<file path="config.mk">
export PLATFORM = sky130hd
export DESIGN_NAME = usart_dma_upload_flat
export DESIGN_NICKNAME = d
export VERILOG_FILES = /design/src/rtl/usart_pkg.sv /design/src/rtl/usart_dma_upload_if.sv /design/src/rtl/usart_tx_shifter.sv /design/src/rtl/usart_dma_upload.sv /design/src/flat_wrapper.sv
export SDC_FILE = /design/constraint.sdc
export NUM_CORES = 1
export LEC_CHECK = 0
export ABC_CLOCK_PERIOD_IN_PS = 3500
export CORE_MARGIN = 2
export CORE_UTILIZATION = 48
export DETAILED_ROUTE_END_ITERATION = 10
export PLACE_DENSITY = 0.73
export SETUP_SLACK_MARGIN = 0.3
export SLEW_MARGIN = 15
export SYNTH_ARGS = -nofsm -noshare
export SYNTH_HDL_FRONTEND = slang
export SYNTH_SLANG_ARGS = --single-unit
</file>
<file path="constraint.sdc">
create_clock -name busclk_i -period 3.5 [get_ports busclk_i]
set_clock_uncertainty 0.2 [all_clocks]
set_input_delay 0.875 -clock busclk_i [delete_from_list [all_inputs] [get_ports busclk_i]]
set_output_delay 0.875 -clock busclk_i [all_outputs]
set_load 0.03 [all_outputs]
</file>
<file path="src/rtl/usart_pkg.sv">
// Shared types and constants for the DMA upload engine and its serial shifter.
package usart_pkg;

  typedef enum logic [1:0] {
    IDLE = 2'd0,
    REQ  = 2'd1,
    WAIT = 2'd2
  } fetch_state_e;

  localparam int FRAME_BITS = 10;
  localparam int TIMER_W    = 16;

  // 8N1 frame as shifted out LSB first: start 0, D0..D7, stop 1.
  function automatic logic [FRAME_BITS-1:0] frame_word(input logic [7:0] data);
    return {1'b1, data, 1'b0};
  endfunction

endpackage

</file>
<file path="src/rtl/usart_dma_upload_if.sv">
// DMA read port between the upload engine (master) and CPC memory (slave).
// Handshake: master holds dma_rd_o with a stable dma_adr_o until a cycle in
// which dma_ack_i is high; dma_dat_i is valid in that same cycle. An ack
// while dma_rd_o is low carries no meaning and is ignored.
interface usart_dma_upload_if;
  logic [15:0] dma_adr_o;
  logic        dma_rd_o;
  logic        dma_ack_i;
  logic [7:0]  dma_dat_i;

  modport master (
    output dma_adr_o, dma_rd_o,
    input  dma_ack_i, dma_dat_i
  );

  modport slave (
    input  dma_adr_o, dma_rd_o,
    output dma_ack_i, dma_dat_i
  );
endinterface

</file>
<file path="src/rtl/usart_tx_shifter.sv">
// 8N1 transmit shifter: 16-bit bit timer, 10-bit shift register, bit counter.
// Accepts a byte when ready_o, including in the last cycle of a stop bit.
module usart_tx_shifter
  import usart_pkg::*;
#(
  parameter int DIVISOR = 103
) (
  input  logic       busclk_i,
  input  logic       reset_i,
  input  logic       load_i,
  input  logic [7:0] data_i,
  output logic       ready_o,
  output logic       idle_o,
  output logic       tx_o
);

  localparam logic [TIMER_W-1:0] RELOAD   = TIMER_W'(DIVISOR);
  localparam logic [3:0]         LAST_BIT = 4'(FRAME_BITS - 1);

  logic [FRAME_BITS-1:0] shreg_q, shreg_d;
  logic [TIMER_W-1:0]    timer_q, timer_d;
  logic [3:0]            bit_cnt_q, bit_cnt_d;
  logic                  active_q, active_d;
  logic                  bit_end;

  assign bit_end = active_q && (timer_q == '0);
  // Ready in the final stop-bit cycle so a buffered byte follows gaplessly.
  assign ready_o = !active_q || (bit_end && (bit_cnt_q == LAST_BIT));
  assign idle_o  = !active_q;
  assign tx_o    = active_q ? shreg_q[0] : 1'b1;

  always_comb begin
    shreg_d   = shreg_q;
    timer_d   = timer_q;
    bit_cnt_d = bit_cnt_q;
    active_d  = active_q;
    if (load_i && ready_o) begin
      shreg_d   = frame_word(data_i);
      timer_d   = RELOAD;
      bit_cnt_d = '0;
      active_d  = 1'b1;
    end else if (bit_end) begin
      if (bit_cnt_q == LAST_BIT) begin
        active_d = 1'b0;
      end else begin
        shreg_d   = {1'b1, shreg_q[FRAME_BITS-1:1]};
        timer_d   = RELOAD;
        bit_cnt_d = bit_cnt_q + 4'd1;
      end
    end else if (active_q) begin
      timer_d = timer_q - 1'b1;
    end
  end

  always_ff @(posedge busclk_i) begin
    if (reset_i) begin
      shreg_q   <= '0;
      timer_q   <= '0;
      bit_cnt_q <= '0;
      active_q  <= 1'b0;
    end else begin
      shreg_q   <= shreg_d;
      timer_q   <= timer_d;
      bit_cnt_q <= bit_cnt_d;
      active_q  <= active_d;
    end
  end

endmodule

</file>
<file path="src/rtl/usart_dma_upload.sv">
// Memory-to-serial upload engine: fetch FSM + one-byte prefetch feeding an 8N1 shifter.
// Optional trailing mod-256 checksum frame when USART_DMA_UPLOAD_CHECKSUM_EN is defined.
module usart_dma_upload
  import usart_pkg::*;
#(
  parameter int DIVISOR = 103
) (
  input  logic                busclk_i,
  input  logic                reset_i,
  input  logic                start_i,
  input  logic [15:0]         adr_i,
  input  logic [15:0]         len_i,
  usart_dma_upload_if.master  dma,
  output logic                tx_o,
  output logic                busy_o,
  output logic                done_o,
  output fetch_state_e        state_o
);

  fetch_state_e state_q, state_d;
  logic [15:0]  adr_q, adr_d;
  logic [15:0]  cnt_q, cnt_d;
  logic [7:0]   buf_q, buf_d;
  logic         buf_valid_q, buf_valid_d;
  logic         busy_q, busy_d;
  logic         done_q, done_d;
  logic         sh_ready, sh_idle, sh_load;
`ifdef USART_DMA_UPLOAD_CHECKSUM_EN
  logic [7:0]   sum_q, sum_d;
  logic         ck_pend_q, ck_pend_d;
`endif

  assign sh_load       = buf_valid_q && sh_ready;
  assign dma.dma_rd_o  = (state_q == REQ);
  assign dma.dma_adr_o = adr_q;
  assign busy_o        = busy_q;
  assign done_o        = done_q;
  assign state_o       = state_q;

  always_comb begin
    state_d     = state_q;
    adr_d       = adr_q;
    cnt_d       = cnt_q;
    buf_d       = buf_q;
    buf_valid_d = buf_valid_q;
    busy_d      = busy_q;
    done_d      = 1'b0;
`ifdef USART_DMA_UPLOAD_CHECKSUM_EN
    sum_d       = sum_q;
    ck_pend_d   = ck_pend_q;
`endif
    if (sh_load) buf_valid_d = 1'b0;

    unique case (state_q)
      IDLE: begin
        if (start_i) begin
          busy_d = 1'b1;
          cnt_d  = len_i;
`ifdef USART_DMA_UPLOAD_CHECKSUM_EN
          sum_d     = '0;
          ck_pend_d = 1'b1;
`endif
          if (len_i != '0) begin
            adr_d   = adr_i;
            state_d = REQ;
          end else begin
            state_d = WAIT;
          end
        end
      end
      REQ: begin
        if (dma.dma_ack_i) begin
          buf_d       = dma.dma_dat_i;
          buf_valid_d = 1'b1;
          adr_d       = adr_q + 16'd1;
          cnt_d       = cnt_q - 16'd1;
`ifdef USART_DMA_UPLOAD_CHECKSUM_EN
          sum_d       = sum_q + dma.dma_dat_i;
`endif
          state_d     = WAIT;
        end
      end
      WAIT: begin
        if (cnt_q != '0) begin
          if (!buf_valid_q) state_d = REQ;
        end else if (!buf_valid_q) begin
`ifdef USART_DMA_UPLOAD_CHECKSUM_EN
          // Checksum rides through the prefetch buffer like a data byte.
          if (ck_pend_q) begin
            buf_d       = sum_q;
            buf_valid_d = 1'b1;
            ck_pend_d   = 1'b0;
          end else if (sh_idle) begin
            done_d  = 1'b1;
            busy_d  = 1'b0;
            state_d = IDLE;
          end
`else
          if (sh_idle) begin
            done_d  = 1'b1;
            busy_d  = 1'b0;
            state_d = IDLE;
          end
`endif
        end
      end
      default: state_d = IDLE;
    endcase
  end

  always_ff @(posedge busclk_i) begin
    if (reset_i) begin
      state_q     <= IDLE;
      adr_q       <= '0;
      cnt_q       <= '0;
      buf_q       <= '0;
      buf_valid_q <= 1'b0;
      busy_q      <= 1'b0;
      done_q      <= 1'b0;
`ifdef USART_DMA_UPLOAD_CHECKSUM_EN
      sum_q       <= '0;
      ck_pend_q   <= 1'b0;
`endif
    end else begin
      state_q     <= state_d;
      adr_q       <= adr_d;
      cnt_q       <= cnt_d;
      buf_q       <= buf_d;
      buf_valid_q <= buf_valid_d;
      busy_q      <= busy_d;
      done_q      <= done_d;
`ifdef USART_DMA_UPLOAD_CHECKSUM_EN
      sum_q       <= sum_d;
      ck_pend_q   <= ck_pend_d;
`endif
    end
  end

  usart_tx_shifter #(.DIVISOR(DIVISOR)) u_shifter (
    .busclk_i (busclk_i),
    .reset_i  (reset_i),
    .load_i   (sh_load),
    .data_i   (buf_q),
    .ready_o  (sh_ready),
    .idle_o   (sh_idle),
    .tx_o     (tx_o)
  );

endmodule
</file>
<file path="src/flat_wrapper.sv">
// flat-port wrapper written by rule: the top's interface ports become plain ports
module usart_dma_upload_flat import usart_pkg::*;
#(
  parameter int DIVISOR = 103
)
  (busclk_i, reset_i, start_i, adr_i, len_i, tx_o, busy_o, done_o, state_o, dma_dma_adr_o, dma_dma_rd_o, dma_dma_ack_i, dma_dma_dat_i);
  usart_dma_upload_if dma_i ();
  input  logic busclk_i;
  input  logic reset_i;
  input  logic start_i;
  input  logic [15:0] adr_i;
  input  logic [15:0] len_i;
  output logic tx_o;
  output logic busy_o;
  output logic done_o;
  output fetch_state_e state_o;
  output wire logic [$bits(dma_i.dma_adr_o)-1:0] dma_dma_adr_o;
  output wire logic [$bits(dma_i.dma_rd_o)-1:0] dma_dma_rd_o;
  input wire logic [$bits(dma_i.dma_ack_i)-1:0] dma_dma_ack_i;
  input wire logic [$bits(dma_i.dma_dat_i)-1:0] dma_dma_dat_i;
  assign dma_dma_adr_o = dma_i.dma_adr_o;
  assign dma_dma_rd_o = dma_i.dma_rd_o;
  assign dma_i.dma_ack_i = dma_dma_ack_i;
  assign dma_i.dma_dat_i = dma_dma_dat_i;
  usart_dma_upload #(.DIVISOR(DIVISOR)) u_core (.busclk_i(busclk_i), .reset_i(reset_i), .start_i(start_i), .adr_i(adr_i), .len_i(len_i), .dma(dma_i), .tx_o(tx_o), .busy_o(busy_o), .done_o(done_o), .state_o(state_o));
endmodule
</file>
==> run metrics <==
status=finished, final reports clean; Final WS setup=0.609 ns; fillcell total=714; Sequential Power Share=0.460; fin crit period=2.89 ns; number of global-route vias before repair=3646; Root Driver=clkbuf_8; Syn Inst Count=513; antenna viol nets, final=0; Setup Viol. Count Final=0; syn_nets=562; cell family with most CP delay=buffers and inverters; slowest CP cell=clkdlybuf4s50_1; initial antenna violation count=0; Slew Limit Fails=0; max_cap viols=0; Worst-Skew Late Latency=0.35 ns; #FFs+latches synth=76; crit end category=primary output; Routed WL=10200 um; P_int=1.42 mW; I/O pins=66; RSZ-0062 raised after global routing=no; 1st-pass router iterations=4; number of gates resized after cts=0; Clock Sink Count=76; CTS H-Tree Depth=3; CTS Hold Bufs=0; Die Width=95.1 um; hpwl dp=7240 um; Die Ht=95.1 um; Worst-Margin Slew=0.598 ns; CTS tree=built; Clock power frac=0.300; wire length per cell=14.9 um; global-route wire length before repair=16700 um; worst slack at placement=0.395 ns; Iter 0 DRT Violations=178; total power=2.16 mW; # diodes=0; clock input transition at the sequential cells of the worst setup and hold paths=0.09 ns; Via density=5.81; FFs w/ async S/R, synth=0; PortBufs=65; Startpoint Class=register; Crit Path Max Fanout=16; Slew Limit Headroom=0.601; Initial Utilization=0.489; Nets=624; Main synth FF type=dfxtp_1; sequential share of the synthesized area=0.382; Highest Signal Layer=met4; vias=3983; Yosys warning count=0; maximum clock path buffer count=2; worst min path class=register to register; CP Cell Sequence=clkdlybuf4s50_1; CP max stage delay=0.78 ns; Worst EP required=2.42 ns; ratio of cells with drive above 1 in the final layout=0.0707; Syn Area/Cell=7.76 sq um; row count=33; met1 wire length=4710 um; LEAKAGE=1.73 nW; Psw=0.739 mW; die area=9040 sq um; combinational power share=0.240; Hold Violations, Final=0; met2 wire len=4870 um; critical path buffer and inverter count=1; CP arrival=1.82 ns; largest net degree at the start of global routing=49; Critical Setup Path Class=register to primary output; CORE AREA=8130 sq um; Layout area overhead=23.7%; distinct cell type count after synthesis=61; fmax=346 MHz; Post-synth EDFFs=0; final core occ=0.605; TNS Setup=0 ns; Mapped Area=3980 sq um; CTS buffer count=9; switch share=0.343; post-CTS setup buffers=0; fin crit share=0.826; drt drc=0; total track usage=0.229; GPL Wtd Cong=0.881; Met3 Routed Length=509 um; GRT Residual Overflow=0; peak supply drop=0.000295 V; pwr dens=438 nW/um^2
## placed cells by master, fill, tap and decap left out, types with 10 or more instances in the layout
cell	count
dfxtp_1	76
nor2_1	75
clkdlybuf4s50_1	63
nand2_1	55
a21oi_1	50
o21ai_0	20
nor3_1	20
nor4_1	15
nor3b_1	15
inv_1	11
buf_4	11
nand3_1	10
a211oi_1	10
## flip-flops by register name, indices dropped and copies added (netlist names)
signal	flops
u_core.buf_valid_q	1
u_core.cnt_q	16
u_core.done_o	1
u_core.buf_q	8
u_core.u_shifter.shreg_q	10
u_core.u_shifter.bit_cnt_q	4
u_core.dma.dma_adr_o	16
u_core.state_o	2
u_core.u_shifter.timer_q	16
u_core.busy_o	1
u_core.u_shifter.active_q	1
## metrics by stage
step,hold slack [ns],cells,cell area (sq um)
after floorplan,0.232,513,3980
after global placement,0.238,669,4730
after detailed placement,0.247,669,4730
after CTS,0.260,685,4920
after global routing,0.286,685,4920
final,0.263,685,4920
## layer usage
layer | vias up | track usage
li1 | 2001 | -
met2 | 118 | 0.381
met3 | 13 | 0.0482
met5 | - | 0
met1 | 1851 | 0.298
met4 | 0 | 0.0688
## cell type report
cell class / instances / area [sq um] / area share
Multi-Input combinational cell: 400 / 2310 / 0.469
Tap cell: 105 / 131 / 0.0267
Clock buffer: 9 / 124 / 0.0252
Timing Repair Buffer: 75 / 718 / 0.146
Clock inverter: 7 / 70.1 / 0.0142
Inverter: 13 / 48.8 / 0.00991
Sequential cell: 76 / 1520 / 0.309
## cells in the mapped netlist (9+ instances only)
cell      number  share of area
dfxtp_1       76           0.38
nor2_1        75          0.071
nand2_1       55          0.052
a21oi_1       50          0.063
nor3_1        20          0.025
o21ai_0       20          0.025
clkbuf_1      17          0.016
nor3b_1       15          0.028
nor4_1        15          0.024
inv_1         11          0.010
a211oi_1      10          0.019
nand3_1       10          0.013
nand4_1        9          0.014
xnor2_1        9          0.020
## kinds of logic after synthesis
group	count (synthesis)	synth area share
fa+ha+maj	5	0.0157
mux	2	0.00503
buf+inv	37	0.0377
simple gates	240	0.297
xor+xnor	13	0.0286
flops	76	0.382
compound gates	140	0.234
## power groups by stage
stage,Combinational [mW],Clock [mW],Sequential [mW]
floorplan,0.309,0,1.03
global placement,0.505,0,1.01
detailed placement,0.511,0,1.01
CTS,0.514,0.660,0.991
global route,0.569,0.695,1.00
finish,0.517,0.647,0.993
## final timing paths
| path | startpoint | to | slack (ns) | depth (start not counted) |
|---|---|---|---|---|
| hold reg to reg | u_core.buf_q[7] | u_core.buf_q[7] | 0.26 | 2 |
| setup reg to reg | u_core.u_shifter.timer_q[0] | u_core.u_shifter.shreg_q[7] | 0.62 | 7 |
| setup / recovery | u_core.state_o[0] | state_o[0] | 0.61 | 1 |
| hold / removal | u_core.buf_q[7] | u_core.buf_q[7] | 0.26 | 2 |
Power figures use the tool's default switching activity.
